## src/rtl/axi_tmr_err_monitor_if.sv

```systemverilog
// axi_tmr_err_monitor_if: sample inputs, statistics and resync handshake of the TMR error monitor
//   master: drives sample_valid, err_d0/1/2_vec, clear, resync_ack; observes statistics, flags, resync_req/id, irq
//   slave : the monitor side of the same signals
interface axi_tmr_err_monitor_if #(parameter int WIDTH = 32, parameter int CNT_W = 16);
   logic             sample_valid;
   logic [WIDTH-1:0] err_d0_vec;
   logic [WIDTH-1:0] err_d1_vec;
   logic [WIDTH-1:0] err_d2_vec;
   logic             clear;
   logic [CNT_W-1:0] err_cnt0;
   logic [CNT_W-1:0] err_cnt1;
   logic [CNT_W-1:0] err_cnt2;
   logic [CNT_W-1:0] uncorr_cnt;
   logic             uncorr_sticky;
   logic [2:0]       replica_failed;
   logic             resync_req;
   logic [1:0]       resync_id;
   logic             resync_ack;
   logic             irq;
   modport master (
      output sample_valid, err_d0_vec, err_d1_vec, err_d2_vec, clear, resync_ack,
      input  err_cnt0, err_cnt1, err_cnt2, uncorr_cnt, uncorr_sticky, replica_failed,
             resync_req, resync_id, irq
   );
   modport slave (
      input  sample_valid, err_d0_vec, err_d1_vec, err_d2_vec, clear, resync_ack,
      output err_cnt0, err_cnt1, err_cnt2, uncorr_cnt, uncorr_sticky, replica_failed,
             resync_req, resync_id, irq
   );
endinterface

```

## src/rtl/axi_tmr_err_monitor.sv

```systemverilog
// axi_tmr_err_monitor: error statistics, replica failure detection and resync handshake behind a TMR voter bank
//   aclk, areset : clock, synchronous active-high reset
//   bus (slave)  : error sample inputs, clear, saturating counters, sticky flags, resync req/ack, irq pulse
module axi_tmr_err_monitor #(
   parameter int WIDTH   = 32,
   parameter int CNT_W   = 16,
   parameter int PERSIST = 4
) (
   input logic                  aclk,
   input logic                  areset,
   axi_tmr_err_monitor_if.slave bus
);
   localparam int RW = $clog2(PERSIST + 1);
   localparam logic [1:0] IDLE = 2'd0, REQ = 2'd1, HOLDOFF = 2'd2;
   localparam logic [CNT_W-1:0] CMAX = '1;
   localparam logic [RW-1:0] PMAX = RW'(PERSIST);

   logic [WIDTH-1:0] unc;
   logic [2:0]       ce;
   logic             ack_hit;
   logic [CNT_W-1:0] cnt_q [3];
   logic [CNT_W-1:0] cnt_d [3];
   logic [RW-1:0]    run_q [3];
   logic [RW-1:0]    run_d [3];
   logic [CNT_W-1:0] ucnt_q, ucnt_d;
   logic             sticky_q, sticky_d;
   logic [2:0]       failed_q, failed_d;
   logic [1:0]       state_q, state_d, id_q, id_d;
   logic             req_q, req_d, irq_q, irq_d;
   logic [RW-1:0]    hold_q, hold_d;

   // uncorrectable bits are masked out before attributing errors to a replica
   assign unc     = bus.err_d0_vec & bus.err_d1_vec & bus.err_d2_vec;
   assign ce      = {|(bus.err_d2_vec & ~unc), |(bus.err_d1_vec & ~unc), |(bus.err_d0_vec & ~unc)};
   assign ack_hit = state_q == REQ && bus.resync_ack;

   always_comb begin
      for (int k = 0; k < 3; k++) begin
         cnt_d[k]    = bus.clear ? '0 : (bus.sample_valid && ce[k] && cnt_q[k] != CMAX) ? cnt_q[k] + 1'b1 : cnt_q[k];
         // the replica just resynced is not tracked during holdoff
         run_d[k]    = (!bus.sample_valid || (state_q == HOLDOFF && id_q == 2'(k))) ? run_q[k] :
                       !ce[k] ? '0 : (run_q[k] == PMAX) ? run_q[k] : run_q[k] + 1'b1;
         run_d[k]    = (ack_hit && id_q == 2'(k)) ? '0 : run_d[k];
         failed_d[k] = (ack_hit && id_q == 2'(k)) ? 1'b0 : failed_q[k] | (run_d[k] == PMAX);
      end
      ucnt_d   = bus.clear ? '0 : (bus.sample_valid && |unc && ucnt_q != CMAX) ? ucnt_q + 1'b1 : ucnt_q;
      sticky_d = bus.clear ? 1'b0 : sticky_q | (bus.sample_valid && |unc);
      irq_d    = |(failed_d & ~failed_q) | (sticky_d & ~sticky_q);
      state_d  = state_q;
      id_d     = id_q;
      req_d    = req_q;
      hold_d   = hold_q;
      if (state_q == IDLE && failed_q != 3'b000) begin
         state_d = REQ;
         req_d   = 1'b1;
         id_d    = failed_q[0] ? 2'd0 : failed_q[1] ? 2'd1 : 2'd2;
      end
      if (ack_hit) begin
         state_d = HOLDOFF;
         req_d   = 1'b0;
         hold_d  = PMAX;
      end
      if (state_q == HOLDOFF) begin
         hold_d  = (hold_q == '0) ? hold_q : hold_q - 1'b1;
         state_d = (hold_q == '0) ? IDLE : HOLDOFF;
      end
   end

   always_ff @(posedge aclk) begin
      if (areset) begin
         for (int k = 0; k < 3; k++) begin
            cnt_q[k] <= '0;
            run_q[k] <= '0;
         end
         ucnt_q   <= '0;
         sticky_q <= 1'b0;
         failed_q <= 3'b000;
         state_q  <= IDLE;
         id_q     <= 2'd0;
         req_q    <= 1'b0;
         irq_q    <= 1'b0;
         hold_q   <= '0;
      end else begin
         for (int k = 0; k < 3; k++) begin
            cnt_q[k] <= cnt_d[k];
            run_q[k] <= run_d[k];
         end
         ucnt_q   <= ucnt_d;
         sticky_q <= sticky_d;
         failed_q <= failed_d;
         state_q  <= state_d;
         id_q     <= id_d;
         req_q    <= req_d;
         irq_q    <= irq_d;
         hold_q   <= hold_d;
      end
   end

   assign bus.err_cnt0       = cnt_q[0];
   assign bus.err_cnt1       = cnt_q[1];
   assign bus.err_cnt2       = cnt_q[2];
   assign bus.uncorr_cnt     = ucnt_q;
   assign bus.uncorr_sticky  = sticky_q;
   assign bus.replica_failed = failed_q;
   assign bus.resync_req     = req_q;
   assign bus.resync_id      = id_q;
   assign bus.irq            = irq_q;
endmodule

```

## src/flat_wrapper.sv

```systemverilog
// flat-port wrapper written by rule: the top's interface ports become plain ports
module axi_tmr_err_monitor_flat 
#(
   parameter int WIDTH   = 32,
   parameter int CNT_W   = 16,
   parameter int PERSIST = 4
)
  (aclk, areset, bus_sample_valid, bus_err_d0_vec, bus_err_d1_vec, bus_err_d2_vec, bus_clear, bus_resync_ack, bus_err_cnt0, bus_err_cnt1, bus_err_cnt2, bus_uncorr_cnt, bus_uncorr_sticky, bus_replica_failed, bus_resync_req, bus_resync_id, bus_irq);
  axi_tmr_err_monitor_if #(.WIDTH(WIDTH), .CNT_W(CNT_W)) bus_i ();
  input logic aclk;
  input logic areset;
  input wire logic [$bits(bus_i.sample_valid)-1:0] bus_sample_valid;
  input wire logic [$bits(bus_i.err_d0_vec)-1:0] bus_err_d0_vec;
  input wire logic [$bits(bus_i.err_d1_vec)-1:0] bus_err_d1_vec;
  input wire logic [$bits(bus_i.err_d2_vec)-1:0] bus_err_d2_vec;
  input wire logic [$bits(bus_i.clear)-1:0] bus_clear;
  input wire logic [$bits(bus_i.resync_ack)-1:0] bus_resync_ack;
  output wire logic [$bits(bus_i.err_cnt0)-1:0] bus_err_cnt0;
  output wire logic [$bits(bus_i.err_cnt1)-1:0] bus_err_cnt1;
  output wire logic [$bits(bus_i.err_cnt2)-1:0] bus_err_cnt2;
  output wire logic [$bits(bus_i.uncorr_cnt)-1:0] bus_uncorr_cnt;
  output wire logic [$bits(bus_i.uncorr_sticky)-1:0] bus_uncorr_sticky;
  output wire logic [$bits(bus_i.replica_failed)-1:0] bus_replica_failed;
  output wire logic [$bits(bus_i.resync_req)-1:0] bus_resync_req;
  output wire logic [$bits(bus_i.resync_id)-1:0] bus_resync_id;
  output wire logic [$bits(bus_i.irq)-1:0] bus_irq;
  assign bus_i.sample_valid = bus_sample_valid;
  assign bus_i.err_d0_vec = bus_err_d0_vec;
  assign bus_i.err_d1_vec = bus_err_d1_vec;
  assign bus_i.err_d2_vec = bus_err_d2_vec;
  assign bus_i.clear = bus_clear;
  assign bus_i.resync_ack = bus_resync_ack;
  assign bus_err_cnt0 = bus_i.err_cnt0;
  assign bus_err_cnt1 = bus_i.err_cnt1;
  assign bus_err_cnt2 = bus_i.err_cnt2;
  assign bus_uncorr_cnt = bus_i.uncorr_cnt;
  assign bus_uncorr_sticky = bus_i.uncorr_sticky;
  assign bus_replica_failed = bus_i.replica_failed;
  assign bus_resync_req = bus_i.resync_req;
  assign bus_resync_id = bus_i.resync_id;
  assign bus_irq = bus_i.irq;
  axi_tmr_err_monitor #(.WIDTH(WIDTH), .CNT_W(CNT_W), .PERSIST(PERSIST)) u_core (.aclk(aclk), .areset(areset), .bus(bus_i));
endmodule
```

## config.mk

```make
export PLATFORM = sky130hd
export DESIGN_NAME = axi_tmr_err_monitor_flat
export DESIGN_NICKNAME = d
export VERILOG_FILES = /design/src/rtl/axi_tmr_err_monitor_if.sv /design/src/rtl/axi_tmr_err_monitor.sv /design/src/flat_wrapper.sv
export SDC_FILE = /design/constraint.sdc
export NUM_CORES = 1
export LEC_CHECK = 0
export CORE_ASPECT_RATIO = 0.5
export CORE_UTILIZATION = 30
export CTS_BUF_LIST = sky130_fd_sc_hd__clkbuf_8
export CTS_CLUSTER_SIZE = 28
export DETAILED_ROUTE_END_ITERATION = 7
export PLACE_DENSITY = 0.59
export SYNTH_ARGS = -nofsm -noshare
export SYNTH_HDL_FRONTEND = slang
export SYNTH_SLANG_ARGS = --single-unit
```

## constraint.sdc

```tcl
create_clock -name aclk -period 4.9 [get_ports aclk]
set_clock_uncertainty 0.15 [all_clocks]
set_input_delay 0.98 -clock aclk [delete_from_list [all_inputs] [get_ports aclk]]
set_output_delay 0.98 -clock aclk [all_outputs]
set_load 0.03 [all_outputs]
```

==> key figures <==
Synth
  • Distinct cells, synth: 54
  • Post-Synthesis Cells: 698
  • Syn_nets: 811
  • Yosys top cell area share: 32.5%
  • Sequential element share of the synthesized area: 32.5%
  • #FFs+latches synth: 86
  • Syn Area/Cell: 7.59 µm²
  • Top-count cell post-synth: nand2_1
  • Biggest area consumer among synthesized cells: dfxtp_1
  • Synth warn: 0
  • Post-synth ARST share: 0%
  • Ranking of synthesized cells by area: dfxtp_1, nand2_1, nor2_1, nand3_1, a21boi_0
  • Mapped cell area: 0.00530 mm²
  • Synth top cells by count: nand2_1, dfxtp_1, nor2_1
  • Post-synth EDFFs: 0
  • Post-synth top flop: dfxtp_1

Worst hold path
  • Hold_sp: u_core.hold_q[1]$_SDFFE_PP0P_
  • Hold Path Class: reg -> reg

Clock tree
  • CTS sink count: 86
  • Clock transition at path regs: 0.09 ns
  • # hold bufs at CTS: 0
  • TritonCTS Buffers: 9
  • Post_cts resized: 0
  • Clock root buffer: clkbuf_8
  • TritonCTS clock tree: built
  • Clk_lat worst skew: 0.36 ns
  • CTS H-tree depth: 3
  • Post-CTS setup buffer count: 0
  • Clock Path Buffers: 2

Timing
  • Endpoints failing setup: 0
  • Fin crit share: 73.7%
  • WHS: 0.344 ns
  • Slew @ Worst Pin: 1.26 ns
  • Minimum clock period: 3.61 ns
  • Hold Vio Cnt, Final: 0
  • Max Freq: 0.277 GHz
  • Fin Setup TNS: 0 ns
  • Slew HR: 15.4%
  • RSZ-0062 raised after global routing: no
  • Slew Limit Fails: 0

Placed design
  • Port Buffers: 172
  • Final HPWL DP: 13,400 µm
  • Placed cells: 1,087
  • Placer Congestion: 0.882

Pwr
  • Leakage power: 0.00267 µW
  • P per Cell Area: 215 mW/mm²
  • Worst VDD drop: 0.000134 V

Drt
  • Post-DRT Antenna Nets: 0
  • DRT Wirelength: 17,000 µm
  • Drt wl/cell: 15.4 µm
  • Pre-Repair DR Iteration Count: 5
  • Number of DRC markers in iteration 0: 325
  • Post-route DRC: 0
  • Vias per cell: 5.10
  • DR vias: 5,621

Floorplanning
  • Starting Density: 31.5%
  • I/O Pins: 173
  • Row count: 33
  • Die area: 0.0182 mm²
  • DIE HEIGHT: 96.0 µm
  • Floorplan core area: 0.0168 mm²
  • Chip width: 190 µm

Status
  • Status: complete, no violations

Cells and area
  • Post-route insts no fill: 1,103
  • Share of layout cells above drive strength 1: 3.88%
  • Area Growth Syn to Fin: 42.3%
  • # diodes: 0
  • Filler cells: 1,676
  • Final layout net count: 984

Worst setup path
  • Required time of the critical path: 5.04 ns
  • Setup CP Type: in -> reg
  • Worst setup SP type: primary input
  • CP Data Arrival Time: 3.76 ns
  • CP endpoint kind: flop
  • Crit path from: bus_err_d1_vec[8]
  • Critical R2R Launch: u_core.cnt_q[0][38]$_SDFFE_PP0P_
  • Crit Path Max Fanout: 8

Global routing
  • Grt total ovfl: 0
  • First-pass GRT wire length: 26,300 µm
  • GRT Overall Usage: 18.3%
  • Initial antenna violation count: 0
  • Vias in the first global route: 5,073
  • Largest net degree at the start of global routing: 33

Job
  • Maxcap violations: 0
==> through the flow <==
step | setup WS (ns) | instance area, µm² | total power, µW | util (%)
2_1_floorplan | 2.07 | 5300 | 857 | -
3_3_place_gp | 0.922 | 7280 | 1010 | 43.3
3_5_place_dp | 0.939 | 7280 | 1010 | 43.3
4_1_cts | 1.32 | 7540 | 1640 | 44.9
5_1_grt | 1.08 | 7540 | 1700 | 44.9
6_report | 1.29 | 7540 | 1620 | 44.9
==> worst max-delay path, cell delays in order <==
cell and delay, ns:
clkdlybuf4s50_1 0.53, a21boi_0 0.13, a2111oi_0 0.55, nand4_1 0.24, o21ai_1 0.66, nor4bb_1 0.28, a21o_1 0.26, a21oi_1 0.11
==> area by class of cell <==
cell class / count / area, µm² / share of cell area [%]
sequential: 86 / 1720 / 22.8
inverter: 18 / 67.6 / 0.896
clock buffer: 11 / 151 / 2.01
clock inverter: 5 / 105 / 1.39
tap: 227 / 284 / 3.77
multi-input combinational: 578 / 3440 / 45.7
timing repair buffer: 178 / 1770 / 23.4
==> final timing paths <==
kind	slack, ns	cells past startpoint	endpoint
max	1.29	8	u_core.cnt_q[0][45]$_SDFFE_PP0P_
min	0.34	2	u_core.hold_q[1]$_SDFFE_PP0P_
max reg2reg	1.93	7	u_core.cnt_q[0][45]$_SDFFE_PP0P_
min reg2reg	0.34	2	u_core.hold_q[1]$_SDFFE_PP0P_
==> where the power goes <==
part | switching [µW] | internal (µW)
clock | 259 | 367
sequential | 10.7 | 709
combinational | 139 | 138
==> kinds of logic (layout without fill, tap and decap cells) <==
family	after synthesis	count (layout)	synth area share, %
buf+inv	34	212	2.62
mux	11	11	2.08
xor+xnor	44	44	7.27
fa+ha+maj	12	12	2.83
flops	86	86	32.5
compound gates	141	141	19.0
simple gates	370	370	33.7
==> placed cells by master (no fill, tap or decap), types with 4 or more instances in the layout <==
cell / instances
clkdlybuf4s50_1: 172
nand2_1: 110
dfxtp_1: 86
nor2_1: 84
nand3_1: 61
a21boi_0: 38
nand4_1: 32
xnor2_1: 31
a21oi_1: 26
a22oi_1: 24
nor3_1: 19
inv_1: 18
and3_1: 15
xor2_1: 13
ha_1: 12
mux2i_1: 11
clkbuf_8: 11
a2111oi_0: 10
nor4_1: 8
o21ai_0: 7
a31o_2: 6
and2_1: 6
buf_4: 6
nand2b_1: 5
a31oi_1: 4
o31ai_1: 4
a21o_1: 4
or3_1: 4
==> registers in the layout, indices dropped and copies added (netlist names) <==
signal / count
u_core.bus.resync_req: 1
u_core.bus.irq: 1
u_core.bus.resync_id: 2
u_core.bus.uncorr_cnt: 16
u_core.hold_q: 3
u_core.bus.uncorr_sticky: 1
u_core.run_q: 9
u_core.cnt_q: 48
u_core.bus.replica_failed: 3
u_core.state_q: 2
==> routing by layer <==
metal  part of all wire (%)  routed length (µm)  global-route usage (%)  vias up
li1                       -                   -                       -     2885
met1                     49                8350                    24.3     2612
met2                     45                7680                    30.8      112
met3                    4.7                 795                    4.05       12
met4                   0.82                 140                    3.16        0
met5                      0                   0                       0        -
Power figures use the tool's default switching activity.
